`config.mk`:
```
export PLATFORM = sky130hd
export DESIGN_NAME = multi_cycle_ctrl
export DESIGN_NICKNAME = d
export VERILOG_FILES = /design/src/rtl/multi_cycle_ctrl_pkg.sv /design/src/rtl/multi_cycle_ctrl_inst_decode.sv /design/src/rtl/multi_cycle_ctrl.sv
export SDC_FILE = /design/constraint.sdc
export NUM_CORES = 1
export LEC_CHECK = 0
export CORE_MARGIN = 4
export CORE_UTILIZATION = 36
export CTS_BUF_LIST = sky130_fd_sc_hd__clkbuf_4 sky130_fd_sc_hd__clkbuf_8
export DETAILED_ROUTE_END_ITERATION = 12
export MAX_ROUTING_LAYER = met4
export PLACE_DENSITY = 0.85
export RECOVER_POWER = 100
export SLEW_MARGIN = 5
export SYNTH_ARGS = -nofsm -noshare
export SYNTH_HDL_FRONTEND = slang
export SYNTH_HIERARCHICAL = 1
export SYNTH_SLANG_ARGS = --single-unit
export TNS_END_PERCENT = 5
```
`constraint.sdc`:
```
create_clock -name clk -period 6.5 [get_ports clk]
set_clock_uncertainty 0.05 [all_clocks]
set_input_delay 0.975 -clock clk [delete_from_list [all_inputs] [get_ports clk]]
set_output_delay 0.975 -clock clk [all_outputs]
set_load 0.05 [all_outputs]
```
`src/rtl/multi_cycle_ctrl_pkg.sv`:
```
// ---------------------------------------------------------------------------
// cpu_defs
//   Shared definitions for the multi-cycle MIPS control slice:
//     - opcode / funct field values of the supported instructions
//     - FSM state encodings (plain 3-bit constants, kept legacy-compatible)
//     - bit positions inside the one-hot alu_control bus
//     - inst_class_t, the one-hot instruction class vector from inst_decode
// ---------------------------------------------------------------------------
package cpu_defs;

    // Primary opcodes
    localparam logic [5:0] OP_SPECIAL  = 6'h00;
    localparam logic [5:0] OP_J        = 6'h02;
    localparam logic [5:0] OP_BEQ      = 6'h04;
    localparam logic [5:0] OP_BNE      = 6'h05;
    localparam logic [5:0] OP_ADDIU    = 6'h09;
    localparam logic [5:0] OP_LUI      = 6'h0F;
    localparam logic [5:0] OP_SPECIAL2 = 6'h1C;
    localparam logic [5:0] OP_LW       = 6'h23;
    localparam logic [5:0] OP_SW       = 6'h2B;

    // SPECIAL / SPECIAL2 function codes
    localparam logic [5:0] FN_SLL  = 6'h00;
    localparam logic [5:0] FN_SRL  = 6'h02;
    localparam logic [5:0] FN_DIV  = 6'h1A;
    localparam logic [5:0] FN_ADDU = 6'h21;
    localparam logic [5:0] FN_SUBU = 6'h23;
    localparam logic [5:0] FN_AND  = 6'h24;
    localparam logic [5:0] FN_OR   = 6'h25;
    localparam logic [5:0] FN_XOR  = 6'h26;
    localparam logic [5:0] FN_NOR  = 6'h27;
    localparam logic [5:0] FN_SLT  = 6'h2A;
    localparam logic [5:0] FN_MUL  = 6'h02;

    // FSM state encodings
    localparam logic [2:0] S_IF   = 3'd0;
    localparam logic [2:0] S_ID   = 3'd1;
    localparam logic [2:0] S_EX   = 3'd2;
    localparam logic [2:0] S_DIVW = 3'd3;
    localparam logic [2:0] S_MEM  = 3'd4;
    localparam logic [2:0] S_WB   = 3'd5;

    // alu_control bit indices
    localparam int ALU_DIV  = 13;
    localparam int ALU_MUL  = 12;
    localparam int ALU_ADD  = 11;
    localparam int ALU_SUB  = 10;
    localparam int ALU_SLT  = 9;
    localparam int ALU_SLTU = 8;
    localparam int ALU_AND  = 7;
    localparam int ALU_NOR  = 6;
    localparam int ALU_OR   = 5;
    localparam int ALU_XOR  = 4;
    localparam int ALU_SLL  = 3;
    localparam int ALU_SRL  = 2;
    localparam int ALU_SRA  = 1;
    localparam int ALU_LUI  = 0;

    // At most one field is set; all zero means "not a supported instruction".
    typedef struct packed {
        logic inst_addu;
        logic inst_subu;
        logic inst_slt;
        logic inst_and;
        logic inst_nor;
        logic inst_or;
        logic inst_xor;
        logic inst_sll;
        logic inst_srl;
        logic inst_mul;
        logic inst_div;
        logic inst_addiu;
        logic inst_lui;
        logic inst_lw;
        logic inst_sw;
        logic inst_beq;
        logic inst_bne;
        logic inst_j;
    } inst_class_t;

endpackage

```
`src/rtl/multi_cycle_ctrl_inst_decode.sv`:
```
// ---------------------------------------------------------------------------
// inst_decode
//   Purely combinational classification of a 32-bit MIPS instruction into
//   the one-hot inst_* classes understood by the multi-cycle controller.
//   Ports:
//     ir   - instruction register contents
//     cls  - one-hot instruction class (all zero for unsupported encodings)
// ---------------------------------------------------------------------------
module inst_decode
    import cpu_defs::*;
(
    input  logic [31:0]  ir,
    output inst_class_t  cls
);

    logic [5:0] op;
    logic [4:0] rs;
    logic [4:0] sa;
    logic [5:0] fn;
    logic       rtype;
    logic       sa_zero;

    assign op      = ir[31:26];
    assign rs      = ir[25:21];
    assign sa      = ir[10:6];
    assign fn      = ir[5:0];
    assign rtype   = (op == OP_SPECIAL);
    assign sa_zero = (sa == 5'd0);

    // rt and rd only steer the datapath, never the control flow
    wire unused_reg_fields = ^ir[20:11];

    // Register-register ALU ops insist on a zero shift field; the shifts
    // instead insist on rs being zero, as in the architectural encoding.
    always_comb begin
        cls            = '0;
        cls.inst_addu  = rtype && fn == FN_ADDU && sa_zero;
        cls.inst_subu  = rtype && fn == FN_SUBU && sa_zero;
        cls.inst_slt   = rtype && fn == FN_SLT  && sa_zero;
        cls.inst_and   = rtype && fn == FN_AND  && sa_zero;
        cls.inst_nor   = rtype && fn == FN_NOR  && sa_zero;
        cls.inst_or    = rtype && fn == FN_OR   && sa_zero;
        cls.inst_xor   = rtype && fn == FN_XOR  && sa_zero;
        cls.inst_sll   = rtype && fn == FN_SLL  && rs == 5'd0;
        cls.inst_srl   = rtype && fn == FN_SRL  && rs == 5'd0;
        cls.inst_div   = rtype && fn == FN_DIV;
        cls.inst_mul   = (op == OP_SPECIAL2) && fn == FN_MUL;
        cls.inst_addiu = (op == OP_ADDIU);
        cls.inst_lui   = (op == OP_LUI);
        cls.inst_lw    = (op == OP_LW);
        cls.inst_sw    = (op == OP_SW);
        cls.inst_beq   = (op == OP_BEQ);
        cls.inst_bne   = (op == OP_BNE);
        cls.inst_j     = (op == OP_J);
    end

endmodule

```
`src/rtl/multi_cycle_ctrl.sv`:
```
// ---------------------------------------------------------------------------
// multi_cycle_ctrl
//   FSM controller for a multi-cycle MIPS subset
//   (IF -> ID -> EX -> [DIVW | MEM] -> WB).
//   Ports:
//     clk, resetn      - clock, synchronous active-low reset
//     ir               - latched instruction
//     rs_eq_rt         - GPR[rs] == GPR[rt] from the datapath
//     div_done         - divider completion pulse (only heeded in DIVW)
//     ir_wen, pc_wen   - IR / PC load enables
//     pc_src           - 00 seq, 01 branch target, 10 jump target
//     rf_wen, rf_wdest_rd, rf_wsrc_mem - GPR write enable / address / data select
//     hilo_wen, dm_wen - HI/LO and data RAM byte write enables
//     div_start        - one-cycle divider launch
//     alu_control      - one-hot ALU operation
//     alu_src1_sa, alu_src2_imm - ALU operand selects
//     state            - current FSM state
//     retire           - pulse in each instruction's last cycle
// ---------------------------------------------------------------------------
module multi_cycle_ctrl
    import cpu_defs::*;
(
    input  logic        clk,
    input  logic        resetn,
    input  logic [31:0] ir,
    input  logic        rs_eq_rt,
    input  logic        div_done,
    output logic        ir_wen,
    output logic        pc_wen,
    output logic [1:0]  pc_src,
    output logic        rf_wen,
    output logic        rf_wdest_rd,
    output logic        rf_wsrc_mem,
    output logic        hilo_wen,
    output logic [3:0]  dm_wen,
    output logic        div_start,
    output logic [13:0] alu_control,
    output logic        alu_src1_sa,
    output logic        alu_src2_imm,
    output logic [2:0]  state,
    output logic        retire
);

    inst_class_t cls;
    logic [2:0]  state_q;
    logic [2:0]  state_d;
    logic        valid;
    logic        ctrl_flow;
    logic [13:0] alu_dec;
    logic        alu_active;

    inst_decode u_decode (
        .ir  (ir),
        .cls (cls)
    );

    assign valid     = |cls;
    assign ctrl_flow = cls.inst_j | cls.inst_beq | cls.inst_bne;
    assign state     = state_q;

    // Operation requested by the current instruction; memory ops reuse add
    // for address generation.
    always_comb begin
        alu_dec           = '0;
        alu_dec[ALU_DIV]  = cls.inst_div;
        alu_dec[ALU_MUL]  = cls.inst_mul;
        alu_dec[ALU_ADD]  = cls.inst_addu | cls.inst_addiu | cls.inst_lw | cls.inst_sw;
        alu_dec[ALU_SUB]  = cls.inst_subu;
        alu_dec[ALU_SLT]  = cls.inst_slt;
        alu_dec[ALU_AND]  = cls.inst_and;
        alu_dec[ALU_NOR]  = cls.inst_nor;
        alu_dec[ALU_OR]   = cls.inst_or;
        alu_dec[ALU_XOR]  = cls.inst_xor;
        alu_dec[ALU_SLL]  = cls.inst_sll;
        alu_dec[ALU_SRL]  = cls.inst_srl;
        alu_dec[ALU_LUI]  = cls.inst_lui;
    end

    // State register; reset is synchronous so the abandoned instruction
    // simply never reaches its write cycle.
    always_ff @(posedge clk) begin
        if (!resetn) begin
            state_q <= S_IF;
        end else begin
            state_q <= state_d;
        end
    end

    // Next-state logic. Unused codes fall back to IF.
    always_comb begin
        state_d = S_IF;
        case (state_q)
            S_IF:   state_d = S_ID;
            S_ID:   state_d = (ctrl_flow || !valid) ? S_IF : S_EX;
            S_EX: begin
                if (cls.inst_div) begin
                    state_d = S_DIVW;
                end else if (cls.inst_lw || cls.inst_sw) begin
                    state_d = S_MEM;
                end else begin
                    state_d = S_WB;
                end
            end
            S_DIVW: state_d = div_done ? S_WB : S_DIVW;
            S_MEM:  state_d = cls.inst_sw ? S_IF : S_WB;
            S_WB:   state_d = S_IF;
            default: state_d = S_IF;
        endcase
    end

    // ALU selects stay valid from EX through WB so the datapath result is
    // stable while it is being written back.
    assign alu_active = (state_q == S_EX) || (state_q == S_DIVW) ||
                        (state_q == S_MEM) || (state_q == S_WB);

    // Moore-style outputs, except the branch PC select which looks at
    // rs_eq_rt directly in ID. Reset masks everything in the same cycle.
    always_comb begin
        ir_wen       = 1'b0;
        pc_wen       = 1'b0;
        pc_src       = 2'b00;
        rf_wen       = 1'b0;
        rf_wdest_rd  = 1'b0;
        rf_wsrc_mem  = 1'b0;
        hilo_wen     = 1'b0;
        dm_wen       = 4'h0;
        div_start    = 1'b0;
        retire       = 1'b0;
        alu_control  = alu_active ? alu_dec : 14'd0;
        alu_src1_sa  = alu_active && (cls.inst_sll || cls.inst_srl);
        alu_src2_imm = alu_active && (cls.inst_addiu || cls.inst_lui ||
                                      cls.inst_lw || cls.inst_sw);
        case (state_q)
            S_IF: ir_wen = 1'b1;
            S_ID: begin
                if (cls.inst_j) begin
                    pc_wen = 1'b1;
                    pc_src = 2'b10;
                    retire = 1'b1;
                end else if (cls.inst_beq || cls.inst_bne) begin
                    pc_wen = 1'b1;
                    pc_src = ((rs_eq_rt ^ cls.inst_bne) != 1'b0) ? 2'b01 : 2'b00;
                    retire = 1'b1;
                end else if (!valid) begin
                    pc_wen = 1'b1;
                    retire = 1'b1;
                end
            end
            S_EX: div_start = cls.inst_div;
            S_MEM: begin
                if (cls.inst_sw) begin
                    dm_wen = 4'hF;
                    pc_wen = 1'b1;
                    retire = 1'b1;
                end
            end
            S_WB: begin
                pc_wen = 1'b1;
                retire = 1'b1;
                if (cls.inst_div) begin
                    hilo_wen = 1'b1;
                end else begin
                    rf_wen      = 1'b1;
                    rf_wdest_rd = !(cls.inst_addiu || cls.inst_lui || cls.inst_lw);
                    rf_wsrc_mem = cls.inst_lw;
                end
            end
            default: ;
        endcase
        if (!resetn) begin
            ir_wen       = 1'b0;
            pc_wen       = 1'b0;
            pc_src       = 2'b00;
            rf_wen       = 1'b0;
            rf_wdest_rd  = 1'b0;
            rf_wsrc_mem  = 1'b0;
            hilo_wen     = 1'b0;
            dm_wen       = 4'h0;
            div_start    = 1'b0;
            retire       = 1'b0;
            alu_control  = 14'd0;
            alu_src1_sa  = 1'b0;
            alu_src2_imm = 1'b0;
        end
    end

endmodule

```
======== Word-level counts from Yosys, hierarchy flattened ========
Index checks and enable logic that the tools add are counted.
W data, S select, Z words.
cells by class
  eq/ne operators ......................... 22
  multiplexer cells ....................... 40
  bitwise logic cells ..................... 6
  reductions and logical operators ........ 40
operators with widths
  operator              count
  $eq A6 B6 Y1 const B  9
  $mux W14              2
  $mux W1               26
  $logic_and A1 B1 Y1   22
  $reduce_or A18 Y1     1
  $pmux W3 S5           1
  $eq A6 B2 Y1 const B  2
  $eq A6 B3 Y1 const B  2
  $eq A6 B4 Y1 const B  2
  $eq A6 B5 Y1 const B  2
  $logic_not A6 Y1      2
  $mux W4               3
  $logic_not A5 Y1      2
  $logic_or A1 B1 Y1    10
  $mux W3               3
  $mux W2               4
  $eq A3 B2 Y1 const B  2
  $eq A3 B3 Y1 const B  2
  $or A1 B1 Y1          5
  $eq A3 B1 Y1 const B  1
  $logic_not A3 Y1      1
  $pmux W1 S3           1
  $logic_not A1 Y1      2
  $xor A1 B1 Y1         1
storage, ports and cells
  bits in registers ....................... 3
  output and inout bits ................... 33
  word-level logic and storage cells ...... 109

======== Depth between registers and ports, before layout ========
Gate-level depths: netlist (run 1).
  word-level depth ........................ 9
  mapped depth ............................ 7
  depth with buffers taken out ............ 6

======== Hierarchy ========
The synthesis (run 1) kept the hierarchy.
by module, submodules not included
  module            times used  cells each  area each (µm²)  seq. area each (µm²)
  multi_cycle_ctrl  1           72          529.3            60.1
  inst_decode       1           44          304.0            0.0

======== Worst setup path before layout (run 1) ========
No wires, ideal clock.
  path kind ............................... in2out
  from .................................... in ir[30]
  to ...................................... out pc_src[0]
  arrival ................................. 4.233 ns
  setup slack ............................. 1.242 ns
  cell stages on the path ................. 4
  buffers on the path ..................... 0
  cell sequence ........................... or4b_1 -> nor3_1 -> nand3b_1 -> a2111oi_0
RTL lines
  what             line                    source
  start, declared  multi_cycle_ctrl.sv:25  input logic [31:0] ir,
  end, declared    multi_cycle_ctrl.sv:30  output logic [1:0] pc_src,

==> results.sh, run 1 <==
export IMPL_area_growth_pct=65.0
export IMPL_vdd_drop_max_mv=0.0935
export IMPL_synth_cells=116
export IMPL_path_cells="clkdlybuf4s50_1 -> nor4_1 -> nand4_1 -> nor4b_1 -> nor4_2 -> nand4b_4 -> a311oi_2 -> dlygate4sd3_1"
export IMPL_timing_critical_path_fanout_max=6
export IMPL_crit_required_ps=5470
export IMPL_largest_reg_flops=3
export IMPL_status="completed"
export IMPL_ys_async_sr_fraction=0
export IMPL_combPwrFrac=0.429
export IMPL_critPathTopFamily="simple AND/OR/NAND/NOR gates"
export IMPL_yosys_area_top_type="and3_1"
export IMPL_cts_max_level=1
export IMPL_fin_crit_sh=0.790
export IMPL_cts_hold_buf=0
export IMPL_grt_util_met1=0.185
export IMPL_synth_seq_cells=3
export IMPL_ant_nets=0
export IMPL_critPathArrivalTime_ps=4110
export IMPL_hold_path_class="register to register"
export IMPL_port_buffers=56
export IMPL_die_area_mm2=0.00315
export IMPL_gp_congestion=0.795
export IMPL_switching_share=0.357
export IMPL_post_dp_cell_area_mm2=0.00136
export IMPL_tightest_slew_ps=670
export IMPL_finalWirelength_mm=2.79
export IMPL_grt_first_pass_wirelength_mm=4.53
export IMPL_use_met3=0.0441
export IMPL_clk_latency_ps=240
export IMPL_synth_top_area_frac=0.0826
export IMPL_period_minus_slack_ps=5140
export IMPL_clock_sinks=3
export IMPL_ios=69
export IMPL_cp_start_kind="input pin"
export IMPL_powerDensity_mw_per_mm2=76.6
export IMPL_drv_slew=0
export IMPL_setup_violations_final=0
export IMPL_crit_type="input pin to output pin"
export IMPL_design_area_mm2=0.00138
export IMPL_fin_util=0.622
export IMPL_row_count=17
export IMPL_syn_cell_area_um2=833
export IMPL_p_int_uw=67.7
export IMPL_ys_seq_area_frac=0.0721
export IMPL_first_iter_violations=23
export IMPL_ys_top_cells_by_count="nor2_1, and3_1, nor3_1"
export IMPL_vias=1108
export IMPL_dieWidth_um=56.1
export IMPL_track_usage=0.179
export IMPL_grt_overflow_total=0
export IMPL_path_clk_slew_ps=40
export IMPL_fmax_mhz=195
export IMPL_coreArea_mm2=0.00221
export IMPL_post_cts_resized=0
export IMPL_grt_busiest_layer="met2"
export IMPL_clk_path_buf_depth=2
export IMPL_p_switching_uw=37.6
export IMPL_antenna_found_initial=0
export IMPL_numCtsBuffers=3
export IMPL_synth_area_per_cell_um2=7.18
export IMPL_drive_above_1_share=0.0964
export IMPL_cpPeakStageDelay_ps=790
export IMPL_viasPerCell=5.71
export IMPL_cts_setup_buffers=0
export IMPL_hold_ws_ps=607
export IMPL_dr_pass1_iters=4
export IMPL_cap_violations=0
export IMPL_grt_max_degree=19
export IMPL_drc=0
export IMPL_path_buf_inv=2
export IMPL_synthMostInstantiatedCell="nor2_1"
export IMPL_hold_viol=0
export IMPL_synth_edff_count=0
export IMPL_p_seq_frac=0.198
export IMPL_initial_utilization=0.377
export IMPL_diodes=0
export IMPL_grt_setup_unrepaired="no"
export IMPL_die_y_um=56.1
export IMPL_fin_tns_setup_ps=0
export IMPL_p_clk_frac=0.373
export IMPL_fill_cells=222
export IMPL_wl_per_cell_um=14.4
export IMPL_clockRootBuffer="clkbuf_4"
export IMPL_maxSlewHeadroom=0.549
export IMPL_cp_slowest_cell="dlygate4sd3_1"
export IMPL_grt_use_met2=0.327
export IMPL_netlist_cell_type_count=43
export IMPL_total_power_uw=105
export IMPL_synth_main_ff_cell="dfxtp_1"
export IMPL_p_leak_uw=0.000600
export IMPL_crit_path_end_kind="output pin"
export IMPL_place_hpwl_mm=2.35
export IMPL_synthTopCellsByArea="and3_1, dfxtp_1, nor2_1"
export IMPL_cts_tree="built"
export IMPL_synth_warnings=6
export IMPL_grt_pass1_vias=1073
export IMPL_layout_nets=203
[per-stage QoR]
stage | std cells | setup WS [ps]
finish | 194 | 1360
global route | 194 | 1090
CTS | 194 | 1510
detailed placement | 190 | 1520
global placement | 190 | 1560
floorplan | 117 | 1240
[metal layers]
layer  up-vias  wire length [µm]  share of wire
li1        542                 -              -
met1       511              1120           0.40
met2        51              1450           0.52
met3         4               187          0.067
met4         0                25         0.0090
met5         -                 0              0
[final cells by class]
class	count	area, µm²	area share
timing repair buffer	56	561	0.408
sequential	3	60.1	0.0437
multi-input combinational	100	678	0.493
clock buffer	4	30.0	0.0218
inverter	3	11.3	0.00819
tap	28	35.0	0.0255
[cells by family (layout without fill, tap and decap cells)]
| logic type | Yosys count | after routing | synth area share |
|---|---|---|---|
| AOI/OAI and AO/OA | 12 | 12 | 0.126 |
| xor gates and xnor gates | 1 | 1 | 0.0105 |
| buffers and inverters | 14 | 63 | 0.0976 |
| DFF | 3 | 3 | 0.0721 |
| other | 1 | 2 | 0.00450 |
| and+or+nand+nor | 85 | 85 | 0.689 |
[power groups by stage]
stage                     Clock [µW]  Sequential [µW]  Combinational, µW
after floorplan                    0             21.9               21.6
after global placement             0             21.1               45.6
after detailed placement           0             21.1               46.6
after CTS                       40.4             20.8               46.8
after global routing            42.8             21.0               48.1
final                           39.3             20.8               45.2
[final timing paths]
path                            startpoint        to  slack, ps  cells after the start
worst min-delay path              state[1]  state[0]        610                      1
worst max-delay path                ir[31]    pc_wen       1360                      8
worst max register to register    state[0]  state[0]       5230                      3
worst min register to register    state[1]  state[0]        610                      1
[cells in the final DEF, fill, tap and decap left out, drive strengths merged, types with 2 or more instances in the layout]
cell type	netlist	final
and2	3	3
and3	12	12
clkbuf	2	4
clkdlybuf4s50	0	24
conb	1	2
dfxtp	3	3
dlygate4sd3	0	32
inv	3	3
nand2	3	3
nand2b	7	7
nand3	2	2
nand4	4	4
nand4b	4	4
nor2	15	15
nor3	11	11
nor4	11	11
nor4b	3	3
o41a	2	2
or2	3	3
or4	2	2
No activity file was read; power rests on OpenSTA's default activity.
==> run 2, diff against run 1 <==
--- a/config.mk
+++ b/config.mk
@@ -6,11 +6,11 @@
 export NUM_CORES = 1
 export LEC_CHECK = 0
 export CORE_MARGIN = 4
-export CORE_UTILIZATION = 36
+export CORE_UTILIZATION = 30
 export CTS_BUF_LIST = sky130_fd_sc_hd__clkbuf_4 sky130_fd_sc_hd__clkbuf_8
 export DETAILED_ROUTE_END_ITERATION = 12
 export MAX_ROUTING_LAYER = met4
-export PLACE_DENSITY = 0.85
+export PLACE_DENSITY = 0.75
 export RECOVER_POWER = 100
 export SLEW_MARGIN = 5
 export SYNTH_ARGS = -nofsm -noshare
==> constraint.sdc (replaced) <==
create_clock -name clk -period 4.3 [get_ports clk]
set_clock_uncertainty 0.05 [all_clocks]
set_input_delay 0.645 -clock clk [delete_from_list [all_inputs] [get_ports clk]]
set_output_delay 0.645 -clock clk [all_outputs]
set_load 0.05 [all_outputs]
==> results.sh, run 2 (synthesis gave the netlist of run 1 again) <==
export IMPL_row_count=18
export IMPL_place_hpwl_mm=2.33
export IMPL_grt_setup_unrepaired="no"
export IMPL_met3_length_um=180
export IMPL_crit_cells=8
export IMPL_antenna_found_initial=0
export IMPL_cap_violations=0
export IMPL_ios=69
export IMPL_clockRootBuffer="clkbuf_4"
export IMPL_clk_latency_ps=240
export IMPL_design_area_mm2=0.00140
export IMPL_post_dp_cell_area_mm2=0.00138
export IMPL_wl_per_cell_um=13.8
export IMPL_clock_sinks=3
export IMPL_viasPerCell=5.43
export IMPL_tightest_slew_ps=604
export IMPL_cts_setup_buffers=0
export IMPL_gp_congestion=0.908
export IMPL_critPathArrivalTime_ps=3400
export IMPL_dieWidth_um=60.7
export IMPL_fmax_mhz=244
export IMPL_layout_nets=204
export IMPL_fin_tns_setup_ps=0
export IMPL_powerDensity_mw_per_mm2=114
export IMPL_hold_viol=0
export IMPL_largest_reg_flops=3
export IMPL_path_buf_inv=2
export IMPL_period_minus_slack_ps=4100
export IMPL_fin_crit_sh=0.953
export IMPL_drv_slew=0
export IMPL_top_layer="met3"
export IMPL_crit_type="input pin to output pin"
export IMPL_vdd_drop_max_mv=0.129
export IMPL_critPathTopFamily="simple AND/OR/NAND/NOR gates"
export IMPL_grt_max_degree=19
export IMPL_cts_max_level=1
export IMPL_initial_utilization=0.325
export IMPL_hold_path_class="register to register"
export IMPL_grt_first_pass_wirelength_mm=4.58
export IMPL_diodes=0
export IMPL_path_cells="dlygate4sd3_1 -> or2b_2 -> nor4b_1 -> and3_1 -> or4_4 -> nand4b_4 -> a311oi_2 -> dlymetal6s2s_1"
export IMPL_setup_violations_final=0
export IMPL_ant_nets=0
export IMPL_wirelength_met1_mm=1.21
export IMPL_r2r_cells=3
export IMPL_first_iter_violations=26
export IMPL_vias=1069
export IMPL_grt_overflow_total=0
export IMPL_grt_pass1_vias=1003
export IMPL_final_cell_mix="clkdlybuf4s50_1, dlygate4sd3_1, nor2_1"
export IMPL_dr_pass1_iters=4
export IMPL_status="completed"
export IMPL_numCtsBuffers=3
export IMPL_whs_path_depth=1
export IMPL_crit_required_ps=3610
export IMPL_post_cts_resized=0
export IMPL_track_usage=0.166
export IMPL_port_buffers=56
export IMPL_timing_critical_path_fanout_max=6
export IMPL_path_clk_slew_ps=40
export IMPL_cp_start_kind="input pin"
export IMPL_clk_path_buf_depth=2
export IMPL_area_growth_pct=67.4
export IMPL_maxSlewHeadroom=0.599
export IMPL_cts_hold_buf=0
export IMPL_cts_tree="built"
export IMPL_drive_above_1_share=0.126
export IMPL_drc=0
export IMPL_die_area_mm2=0.00369
export IMPL_crit_path_end_kind="output pin"
export IMPL_die_y_um=60.7
export IMPL_finalWirelength_mm=2.72
export IMPL_cpPeakStageDelay_ps=610
export IMPL_p_leak_uw=0.000602
export IMPL_fin_util=0.543
export IMPL_coreArea_mm2=0.00257
export IMPL_route_met2_wl_mm=1.33
export IMPL_cp_slowest_cell="dlygate4sd3_1"
## run 2: cell count changes in the layout (fill, tap and decap cells not counted), sizes merged
cell           before  now
buf                 0    4
clkbuf              4    6
clkdlybuf4s50      24   25
dlygate4sd3        32   25
dlymetal6s2s        0    1
## run 2: stage by stage
stage	worst slack, ps	hold slack [ps]	total power [µW]	cells
after global routing	43.2	651	173	197
after floorplan	368	720	65.8	117
final	201	592	159	197
after CTS	304	607	164	197
after detailed placement	306	618	104	193
after global placement	365	583	103	193
## run 2: path summary, 6_finish.rpt
path                  from        to  slack, ps
hold / removal    state[1]  state[0]        590
setup reg to reg  state[0]  state[0]       3030
hold reg to reg   state[1]  state[0]        590
setup / recovery     ir[1]    retire        200
## run 2: power by group
group / switching, µW / leakage, µW / internal (µW)
registers: 2.67 / 0.0000245 / 28.9
clock network: 16.5 / 0.0000184 / 41.2
logic: 36.7 / 0.000560 / 33.5
total: 55.9 / 0.000602 / 104
## run 2: per-layer routing
| layer | vias to the layer above | track usage |
|---|---|---|
| met5 | - | - |
| met4 | 0 | 0.0279 |
| met3 | 0 | 0.0404 |
| met2 | 36 | 0.267 |
| met1 | 490 | 0.213 |
| li1 | 543 | - |
## run 2: worst register-to-register path: stages, from the launching register on
cell and delay, ps:
dfxtp_1 550, nor2_1 120, a21o_1 200, a221oi_1 240
## run 2: final cells by class
class,instances,area (µm²)
Inverter,3,11.3
Fill cell,253,1170
Tap cell,30,37.5
Sequential cell,3,60.1
Timing Repair Buffer,57,563
Clock buffer,4,30.0
Multi-Input combinational cell,100,693
